<file path="src/rtl/uart_tx_fifo_if.sv">
// uart_tx_fifo_if: producer-side bus of uart_tx_fifo.
// UART_TX_CTS_EN adds the active-low clear-to-send input i_Cts_n.
interface uart_tx_fifo_if #(parameter int FIFO_DEPTH = 16);
    logic                          i_Tx_DV;
    logic [7:0]                    i_Tx_Byte;
    logic                          o_Tx_Ready;
    logic                          o_Tx_Overflow;
    logic [$clog2(FIFO_DEPTH):0]   o_Fifo_Count;
    logic                          o_Tx_Serial;
    logic                          o_Tx_Active;
    logic                          o_Tx_Done;
`ifdef UART_TX_CTS_EN
    logic                          i_Cts_n;
    modport master (output i_Tx_DV, i_Tx_Byte, i_Cts_n,
                    input o_Tx_Ready, o_Tx_Overflow, o_Fifo_Count, o_Tx_Serial, o_Tx_Active, o_Tx_Done);
    modport slave (input i_Tx_DV, i_Tx_Byte, i_Cts_n,
                   output o_Tx_Ready, o_Tx_Overflow, o_Fifo_Count, o_Tx_Serial, o_Tx_Active, o_Tx_Done);
`else
    modport master (output i_Tx_DV, i_Tx_Byte,
                    input o_Tx_Ready, o_Tx_Overflow, o_Fifo_Count, o_Tx_Serial, o_Tx_Active, o_Tx_Done);
    modport slave (input i_Tx_DV, i_Tx_Byte,
                   output o_Tx_Ready, o_Tx_Overflow, o_Fifo_Count, o_Tx_Serial, o_Tx_Active, o_Tx_Done);
`endif
endinterface

</file>
<file path="src/rtl/uart_tx_fifo.sv">
// uart_tx_fifo: FIFO-buffered UART transmitter, 5-8 data bits, optional parity, 1-2 stop bits.
// Define UART_TX_CTS_EN to gate frame starts on a synchronised active-low i_Cts_n.
module uart_tx_fifo #(
    parameter int CLK_DIV      = 8,
    parameter int CLKS_PER_BIT = 130,
    parameter int DATA_BITS    = 8,
    parameter int PARITY       = 0,
    parameter int STOP_BITS    = 1,
    parameter int FIFO_DEPTH   = 16
) (
    input logic           osc_clk,
    input logic           i_Rst_n,
    uart_tx_fifo_if.slave bus
);
    localparam int PW = CLK_DIV > 1 ? $clog2(CLK_DIV) : 1;
    localparam int BW = CLKS_PER_BIT > 1 ? $clog2(CLKS_PER_BIT) : 1;
    localparam int AW = FIFO_DEPTH > 1 ? $clog2(FIFO_DEPTH) : 1;
    localparam int CW = AW + 1;
    localparam logic [7:0] MASK = 8'(255 >> (8 - DATA_BITS));
    typedef enum logic [2:0] {IDLE, START, DATA, PAR, STOP} state_t;
    state_t        state, state_n;
    logic [PW-1:0] pcnt;
    logic [BW-1:0] bitcnt;
    logic [2:0]    idx, idx_n;
    logic [7:0]    mem [FIFO_DEPTH];
    logic [AW-1:0] wptr, rptr;
    logic [CW-1:0] count, count_n;
    logic [7:0]    shreg, shreg_n, head;
    logic          par, par_n, line_n, done_n;
    logic          tick, bit_end, go, avail, push, pop;
    logic          serial, active, done, ovf, ready;
`ifdef UART_TX_CTS_EN
    logic [1:0]    cts_sync;
    always_ff @(posedge osc_clk or negedge i_Rst_n) begin
        if (!i_Rst_n) cts_sync <= 2'b11;
        else          cts_sync <= {cts_sync[0], bus.i_Cts_n};
    end
    assign go = !cts_sync[1];
`else
    assign go = 1'b1;
`endif
    assign tick    = pcnt == PW'(CLK_DIV - 1);
    assign bit_end = tick && bitcnt == BW'(CLKS_PER_BIT - 1);
    assign avail   = count != '0 && go;
    assign push    = bus.i_Tx_DV && count != CW'(FIFO_DEPTH);
    assign head    = mem[rptr] & MASK;
    always_comb begin
        state_n = state;
        pop     = 1'b0;
        done_n  = 1'b0;
        case (state)
            IDLE: if (tick && avail) begin
                pop     = 1'b1;
                state_n = START;
            end
            START: if (bit_end) state_n = DATA;
            DATA: if (bit_end && idx == 3'(DATA_BITS - 1)) state_n = PARITY != 0 ? PAR : STOP;
            PAR: if (bit_end) state_n = STOP;
            STOP: if (bit_end && idx == 3'(STOP_BITS - 1)) begin
                done_n  = 1'b1;
                pop     = avail;
                state_n = avail ? START : IDLE;
            end
            default: state_n = IDLE;
        endcase
        idx_n   = state_n != state ? 3'd0 : bit_end ? idx + 3'd1 : idx;
        shreg_n = pop ? head : (state == DATA && bit_end) ? shreg >> 1 : shreg;
        par_n   = pop ? (PARITY == 1) ^ (^head) : par;
        // Line is registered from the next state so it changes on the same edge as the FSM.
        line_n  = state_n == START ? 1'b0 : state_n == DATA ? shreg_n[0] : state_n == PAR ? par_n : 1'b1;
        count_n = count + CW'(push) - CW'(pop);
    end
    always_ff @(posedge osc_clk or negedge i_Rst_n) begin
        if (!i_Rst_n) begin
            state  <= IDLE;
            pcnt   <= '0;
            bitcnt <= '0;
            idx    <= '0;
            shreg  <= '0;
            par    <= 1'b0;
            wptr   <= '0;
            rptr   <= '0;
            count  <= '0;
            serial <= 1'b1;
            active <= 1'b0;
            done   <= 1'b0;
            ovf    <= 1'b0;
            ready  <= 1'b1;
        end else begin
            state  <= state_n;
            pcnt   <= tick ? '0 : pcnt + 1'b1;
            bitcnt <= (state == IDLE || bit_end) ? '0 : tick ? bitcnt + 1'b1 : bitcnt;
            idx    <= idx_n;
            shreg  <= shreg_n;
            par    <= par_n;
            wptr   <= push ? wptr + 1'b1 : wptr;
            rptr   <= pop ? rptr + 1'b1 : rptr;
            count  <= count_n;
            serial <= line_n;
            active <= state_n != IDLE;
            done   <= done_n;
            ovf    <= bus.i_Tx_DV && count == CW'(FIFO_DEPTH);
            ready  <= count_n != CW'(FIFO_DEPTH);
        end
    end
    always_ff @(posedge osc_clk) begin
        if (push) mem[wptr] <= bus.i_Tx_Byte;
    end
    assign bus.o_Tx_Serial   = serial;
    assign bus.o_Tx_Active   = active;
    assign bus.o_Tx_Done     = done;
    assign bus.o_Tx_Overflow = ovf;
    assign bus.o_Tx_Ready    = ready;
    assign bus.o_Fifo_Count  = count;
endmodule

</file>
<file path="src/flat_wrapper.sv">
// flat-port wrapper written by rule: the top's interface ports become plain ports
module uart_tx_fifo_flat 
#(
    parameter int CLK_DIV      = 8,
    parameter int CLKS_PER_BIT = 130,
    parameter int DATA_BITS    = 8,
    parameter int PARITY       = 0,
    parameter int STOP_BITS    = 1,
    parameter int FIFO_DEPTH   = 16
)
  (osc_clk, i_Rst_n, bus_i_Tx_DV, bus_i_Tx_Byte, bus_o_Tx_Ready, bus_o_Tx_Overflow, bus_o_Fifo_Count, bus_o_Tx_Serial, bus_o_Tx_Active, bus_o_Tx_Done);
  uart_tx_fifo_if #(.FIFO_DEPTH(FIFO_DEPTH)) bus_i ();
  input logic osc_clk;
  input logic i_Rst_n;
  input wire logic [$bits(bus_i.i_Tx_DV)-1:0] bus_i_Tx_DV;
  input wire logic [$bits(bus_i.i_Tx_Byte)-1:0] bus_i_Tx_Byte;
  output wire logic [$bits(bus_i.o_Tx_Ready)-1:0] bus_o_Tx_Ready;
  output wire logic [$bits(bus_i.o_Tx_Overflow)-1:0] bus_o_Tx_Overflow;
  output wire logic [$bits(bus_i.o_Fifo_Count)-1:0] bus_o_Fifo_Count;
  output wire logic [$bits(bus_i.o_Tx_Serial)-1:0] bus_o_Tx_Serial;
  output wire logic [$bits(bus_i.o_Tx_Active)-1:0] bus_o_Tx_Active;
  output wire logic [$bits(bus_i.o_Tx_Done)-1:0] bus_o_Tx_Done;
  assign bus_i.i_Tx_DV = bus_i_Tx_DV;
  assign bus_i.i_Tx_Byte = bus_i_Tx_Byte;
  assign bus_o_Tx_Ready = bus_i.o_Tx_Ready;
  assign bus_o_Tx_Overflow = bus_i.o_Tx_Overflow;
  assign bus_o_Fifo_Count = bus_i.o_Fifo_Count;
  assign bus_o_Tx_Serial = bus_i.o_Tx_Serial;
  assign bus_o_Tx_Active = bus_i.o_Tx_Active;
  assign bus_o_Tx_Done = bus_i.o_Tx_Done;
  uart_tx_fifo #(.CLK_DIV(CLK_DIV), .CLKS_PER_BIT(CLKS_PER_BIT), .DATA_BITS(DATA_BITS), .PARITY(PARITY), .STOP_BITS(STOP_BITS), .FIFO_DEPTH(FIFO_DEPTH)) u_core (.osc_clk(osc_clk), .i_Rst_n(i_Rst_n), .bus(bus_i));
endmodule
</file>
<file path="config.mk">
export PLATFORM = sky130hd
export DESIGN_NAME = uart_tx_fifo_flat
export DESIGN_NICKNAME = d
export VERILOG_FILES = /design/src/rtl/uart_tx_fifo_if.sv /design/src/rtl/uart_tx_fifo.sv /design/src/flat_wrapper.sv
export SDC_FILE = /design/constraint.sdc
export NUM_CORES = 1
export LEC_CHECK = 0
export ABC_AREA = 1
export CORE_MARGIN = 4
export CORE_UTILIZATION = 25
export CTS_CLUSTER_SIZE = 25
export DETAILED_ROUTE_END_ITERATION = 10
export PLACE_DENSITY_LB_ADDON = 0.12
export SYNTH_ARGS = -nofsm -noshare
export SYNTH_HDL_FRONTEND = slang
export SYNTH_SLANG_ARGS = --single-unit
</file>
<file path="constraint.sdc">
create_clock -name osc_clk -period 3.2 [get_ports osc_clk]
set_input_delay 0.48 -clock osc_clk [delete_from_list [all_inputs] [get_ports osc_clk]]
set_output_delay 0.48 -clock osc_clk [all_outputs]
set_load 0.02 [all_outputs]
</file>
== Yosys cells after proc, flatten, opt, wreduce, memory -nomap -nowiden ==
Memory sizes are Yosys's and may differ from the RTL's.
Index checks and enable logic that the tools add are counted.

* Register bits after elaboration: 44
* Logic and storage cells: 78
* Memories kept: 1
* RAM bits: 128
* Output and inout bits: 10
* Input port bits: 11

{| class="wikitable"
|+ Memory list
! name !! words !! bits a word !! read ports !! clocked after Yosys merged registers in !! write ports !! RTL line !! source
|-
| u_core.mem || 16 || 8 || 1 || 0 || 1 || uart_tx_fifo.sv:25 || <nowiki>logic [7:0] mem [FIFO_DEPTH];</nowiki>
|}

* Muxes and demuxes: 25
* Equal/unequal tests: 14
* Reduce and logical (&&, ||, !) cells: 16
* Add/sub/neg operators: 7

{| class="wikitable"
|+ Operators with widths
! operator !! count
|-
| 2-to-1 mux 8 bit || 4
|-
| 2-to-1 mux 3 bit || 8
|-
| one-hot mux 3 bit (5 select lines) || 1
|-
| equality test 3 x 2 -> 1 bit (second input constant) || 4
|-
| 2-to-1 mux 1 bit || 11
|-
| != test 5 bit (second input constant) || 2
|-
| equality test 3 bit (second input constant) || 3
|-
| adder 4 x 1 -> 4 bit (second input constant) || 2
|-
| adder 8 x 1 -> 8 bit (second input constant) || 1
|-
| equality test 8 bit (second input constant) || 1
|-
| parity 8 bit || 1
|-
| logical AND 1 bit || 7
|-
| adder 3 x 1 -> 3 bit (second input constant) || 2
|-
| equality test 3 x 1 -> 1 bit (second input constant) || 2
|-
| logical NOT 3 bit || 2
|-
| nonzero test 2 bit || 3
|-
| adder 5 x 1 -> 5 bit || 1
|-
| equality test 5 bit (second input constant) || 1
|-
| nonzero test 5 bit || 1
|-
| subtractor 5 x 1 -> 5 bit || 1
|-
| != test 3 bit || 1
|-
| nonzero test 3 bit || 1
|-
| one-hot mux 1 bit (2 select lines) || 1
|-
| logical OR 1 bit || 1
|}

== Depth between registers and ports, before layout ==
* Word-level depth: 9
* Mapped depth: 19
* Gate-level depth less buffers: 18

== Worst setup path after synthesis ==
OpenSTA, ideal clock, no wires.

* Kind: reg-to-reg
* Start point: reg u_core.pcnt[0]
* End point: reg u_core.ready (netlist: u_core.bus.o_Tx_Ready)
* Stages on the path, launching flop included: 20
* Required time: 3114 ps
* Slack: 116 ps
* Buffers on the path: 1
* Clock period less this slack: 3084 ps
* Arrival time: 2998 ps
* Library setup time: 86 ps
* Path through: dfrtp_1 -> ha_1 -> ha_1 -> inv_2 -> nor4_2 -> and2_1 -> nand3_1 -> o22ai_1 -> nand2_1 -> inv_1 -> buf_4 -> ha_1 -> inv_1 -> ha_1 -> inv_1 -> fa_1 -> o21ai_0 -> a21oi_1 -> xor2_1 -> nand2_1

* Cells in the longest elaborated chain, start to end: 7
* Elaborated cells between the ends (all ways): 9
* Those cells by class: add/sub (1); eq/ne (2); mux (3); reduce/logical (3)

{| class="wikitable"
|+ Ends and longest elaborated chain
! item !! RTL line !! source
|-
| from (decl) || uart_tx_fifo.sv:22 || <nowiki>logic [PW-1:0] pcnt;</nowiki>
|-
| from (signal assigned) || uart_tx_fifo.sv:91 || <nowiki>pcnt <= tick ? '0 : pcnt + 1'b1;</nowiki>
|-
| equality test 3 bit * || uart_tx_fifo.sv:42 || <nowiki>assign tick = pcnt == PW'(CLK_DIV - 1);</nowiki>
|-
| logical AND 1 bit || uart_tx_fifo.sv:43 || <nowiki>assign bit_end = tick && bitcnt == BW'(CLKS_PER_BIT - 1);</nowiki>
|-
| logical AND 1 bit || uart_tx_fifo.sv:59 || <nowiki>STOP: if (bit_end && idx == 3'(STOP_BITS - 1)) begin</nowiki>
|-
| 2-to-1 mux 1 bit || uart_tx_fifo.sv:59 ||
|-
| one-hot mux 1 bit (2 select lines) * || uart_tx_fifo.sv:51 || <nowiki>case (state)</nowiki>
|-
| net u_core.pop || uart_tx_fifo.sv:30 || <nowiki>logic tick, bit_end, go, avail, push, pop;</nowiki>
|-
| subtractor 5 x 1 -> 5 bit * || uart_tx_fifo.sv:71 || <nowiki>count_n = count + CW'(push) - CW'(pop);</nowiki>
|-
| net u_core.count_n[4] || uart_tx_fifo.sv:27 || <nowiki>logic [CW-1:0] count, count_n;</nowiki>
|-
| != test 5 bit * || uart_tx_fifo.sv:103 || <nowiki>ready <= count_n != CW'(FIFO_DEPTH);</nowiki>
|-
| to (signal assigned) || uart_tx_fifo.sv:103 ||
|-
| to (decl) || uart_tx_fifo.sv:31 || <nowiki>logic serial, active, done, ovf, ready;</nowiki>
|}

The timed path passes the listed nets; every way through them passes the cells marked *.
A chain may end at the register's enable or synchronous reset.

== Worst setup path after layout ==
* Start point: reg u_core.bitcnt[1]
* End point: reg u_core.ready (netlist: u_core.bus.o_Tx_Ready)

* Cells in the longest elaborated chain, start to end: 7

{| class="wikitable"
|+ Ends and longest elaborated chain
! item !! RTL line !! source
|-
| from (decl) || uart_tx_fifo.sv:23 || <nowiki>logic [BW-1:0] bitcnt;</nowiki>
|-
| from (signal assigned) || uart_tx_fifo.sv:92 || <nowiki>bitcnt <= (state == IDLE || bit_end) ? '0 : tick ? bitcnt + 1'b1 : bitcnt;</nowiki>
|-
| equality test 8 bit || uart_tx_fifo.sv:43 ||
|-
| logical AND 1 bit || uart_tx_fifo.sv:43 ||
|-
| logical AND 1 bit || uart_tx_fifo.sv:59 ||
|-
| 2-to-1 mux 1 bit || uart_tx_fifo.sv:59 ||
|-
| one-hot mux 1 bit (2 select lines) || uart_tx_fifo.sv:51 ||
|-
| subtractor 5 x 1 -> 5 bit || uart_tx_fifo.sv:71 ||
|-
| net u_core.count_n[1] || uart_tx_fifo.sv:27 ||
|-
| != test 5 bit || uart_tx_fifo.sv:103 ||
|}

The timed path passes the listed nets, and every way through them passes these cells.

==> results.tsv <==
stage	metric	value	unit
run_status	outcome	complete, no violations	
worst_setup_path	crit-path max FO	3	
worst_setup_path	R2R Setup Slk	0.24	ns
die	num rows	64	
finish	Final nets	847	
cts	clock sink total	172	
yosys	top cells by area, synth	edfxtp_1 (49%), dfrtp_1 (14%), nand2_1 (12%)	
job	MaxCap Viol Count	0	
finish	Util after Layout	0.300	
die	Die ar.	34000	um2
sta	setup tns final	0	ns
finish	Final Non-Filler Cells	1226	
place	placed inst area	8540	um2
yosys	Yosys warning count	0	
place	pre-CTS WS	0.0226	ns
die	die width	184	um
worst_hold_path	Hold WC Path Type	input pin to asynchronous set/reset pin	
finish	FF/Latch Area	4950	um2
routing	Vias	5111	
finish	synthesis-to-finish area growth	18.4	%
routing	first drt pass iteration count	6	
grt	gr usage total	0.117	
pwr	part of the power in the clock network	0.308	
worst_setup_path	CP Data Required Time	3.57	ns
cts	CTS buffer count	17	
pwr	Int Pwr	4.53	mW
yosys	Synth top cells by count	nand2_1 (243), edfxtp_1 (128), nor2_1 (93)	
finish	layout cell share with drive strength beyond 1	0.113	
sta	fin crit share	0.924	
sta	Slew Limit Fails	0	
worst_setup_path	CP arrival	3.32	ns
yosys	Post-Synthesis Cells	772	
pwr	Power Total	7.04	mW
sta	worst clock skew	0.0206	ns
sta	final setup fails	0	
pwr	peak supply drop	0.338	mV
cts	Root Driver	clkbuf_16	
cts	CTS tree	built	
cts	H-tree Lvls	4	
yosys	post-synth top area share	0.494	
cts	clk buf depth	2	
routing	Antenna Nets Post-Route	0	
yosys	syn nets	802	
pwr	combinational power share	0.281	
routing	WL/cell	15.8	um
pwr	Psw	2.50	mW
sta	min Tclk post-route	2.96	ns
yosys	register area share after synthesis	0.636	
grt	Remaining Overflow, GRT	0	
grt	first-pass GRT wire length	29900	um
pwr	Pwr Density	765	nW/um2
grt	pin count of the biggest net entering global routing	49	
sta	final worst slack	0.243	ns
finish	Filler cells	3203	
yosys	mapped cell area	7770	um2
die	initial core utilization	0.253	
finish	area of the multi-input gates	2420	um2
die	core area	30700	um2
routing	Avg Vias per Cell	4.17	
place	port bufs	20	
yosys	Synth cell types	36	
die	# IOs	21	
yosys	EDFF count, synth	128	
sta	Fmax achieved	338	MHz
grt	initial antenna violation count	0	
place	placed instance count	1192	
pwr	leakage	3.79	nW
grt	grt met3 use	0.0207	
worst_setup_path	Reg-to-Reg Start	u_core.bitcnt[1]	
finish	Diodes inserted	0	
grt	M2 GR Usage	0.189	
yosys	most common cell in the synthesized netlist	nand2_1	
grt	vias in the first global route	5154	
place	post-detail-place hpwl	12300	um
yosys	FF+latch count, synth	172	
pwr	Sw Ratio	0.356	
worst_setup_path	CP endpoint kind	register	
grt	grt met1 use	0.160	
worst_setup_path	reg2reg path depth	17	
routing	Post-Route WL	19300	um
yosys	ys flop type	edfxtp_1	
worst_setup_path	CP Class	register to register	
worst_setup_path	Worst R2R End	u_core.bus.o_Tx_Ready	
cts	worst skew pair latency	0.44	ns
worst_setup_path	Worst Setup Start Kind	register	
finish	Finished Cell Area	9210	um2
routing	DRC violations left	0	
place	routability cong.	0.771	
routing	DR iter-0 viols	252	
pwr	register share of total power	0.411	
grt	GRT busiest layer	met2	
cts	clock slew at reported path FFs	0.08	ns
sta	slew at the pin closest to its max-slew limit	0.810	ns
sta	WHS	0.139	ns
yosys	largest area contributor in the netlist	edfxtp_1	
die	DIE HEIGHT	184	um
sta	slew margin rel.	0.460	
yosys	ys async rst share	0.256	
sta	Final Hold Viols	0	
yosys	Mapped Avg Cell Area	10.1	um2
-- layout by cell type (no fill, tap or decap), types with 2 or more instances in the layout --
cell	count
o211ai_1	2
clkbuf_16	17
o221ai_1	6
ha_1	17
inv_6	2
inv_8	4
xor2_1	12
nand4_1	6
o21ai_0	20
clkdlybuf4s50_1	19
buf_4	28
a21oi_1	14
nand3_1	43
clkinv_1	3
nand2_1	243
nor3_1	5
dfrtp_1	41
dfstp_2	2
nand3_2	4
inv_2	5
nand2_2	10
xnor2_1	4
inv_1	69
a21oi_2	3
nor2_1	93
o21ai_1	7
clkinv_4	3
clkinv_8	4
edfxtp_1	128
-- cell type report --
type | count | area share
sequential | 172 | 0.538
tap | 396 | 0.0538
multi-input combinational | 500 | 0.263
timing repair buffer | 49 | 0.0462
clock inverter | 15 | 0.0212
clock buffer | 17 | 0.0462
inverter | 77 | 0.0319
-- kinds of logic after synthesis --
group,count (synthesis),synth area share
AOI/OAI and AO/OA,55,0.0409
xor gates and xnor gates,16,0.0180
adders and majority gates,19,0.0315
buffers and inverters,100,0.0563
DFF,172,0.636
and+or+nand+nor,410,0.217
-- critical path, stage by stage (launching register included) --
cell and delay [ns]:
dfrtp_1 0.39, inv_1 0.08, ha_1 0.15, inv_1 0.07, nor4_4 0.23, and2_4 0.19
nand3_2 0.08, o22ai_2 0.15, nand2_1 0.09, inv_1 0.08, ha_1 0.22, inv_1 0.06
ha_1 0.15, inv_1 0.05, fa_2 0.51, inv_1 0.06, nor4_2 0.25, nand2_1 0.09
-- how the worst max path moves through the flow --
stage / cells after the start / start / endpoint
floorplan: 19 / u_core.pcnt[0] / u_core.bus.o_Tx_Ready
global placement: 18 / u_core.pcnt[0] / u_core.bus.o_Tx_Ready
detailed placement: 18 / u_core.pcnt[0] / u_core.bus.o_Tx_Ready
CTS: 18 / u_core.pcnt[0] / u_core.bus.o_Tx_Ready
global route: 17 / u_core.bitcnt[1] / u_core.bus.o_Tx_Ready
finish: 17 / u_core.bitcnt[1] / u_core.bus.o_Tx_Ready
-- registers in the layout, summed over array words and instances, names as in the netlist --
| signal | count |
|---|---|
| u_core.bus.o_Tx_Ready | 1 |
| u_core.bus.o_Tx_Active | 1 |
| u_core.wptr | 4 |
| u_core.bus.o_Tx_Serial | 1 |
| u_core.bitcnt | 8 |
| u_core.rptr | 4 |
| u_core.bus.o_Fifo_Count | 5 |
| u_core.pcnt | 3 |
| u_core.bus.o_Tx_Done | 1 |
| u_core.par | 1 |
| u_core.state | 3 |
| u_core.idx | 3 |
| u_core.bus.o_Tx_Overflow | 1 |
| u_core.shreg | 8 |
| u_core.mem | 128 |
-- per-layer routing --
layer / up-vias / routed length, um / part of all wire
met5: - / 0 / 0
met4: 0 / 303 / 0.016
met3: 17 / 427 / 0.022
met2: 49 / 9210 / 0.48
met1: 2431 / 9400 / 0.49
li1: 2614 / - / -
-- power groups by stage --
stage | Combinational (mW) | Clock [mW] | Sequential [mW]
6_report | 1.98 | 2.17 | 2.89
5_1_grt | 2.26 | 2.33 | 2.93
4_1_cts | 1.99 | 2.24 | 2.90
3_5_place_dp | 1.99 | 0 | 2.94
3_3_place_gp | 2.00 | 0 | 2.94
2_1_floorplan | 1.30 | 0 | 2.96
-- what timing repair did --
action | CTS | global route
buffers inserted | 0 | 2
hold buffers | 0 | 0
setup endpoints to repair | 0 | 3
gates resized for setup | 0 | 8
(Power assumes the default switching activity.)
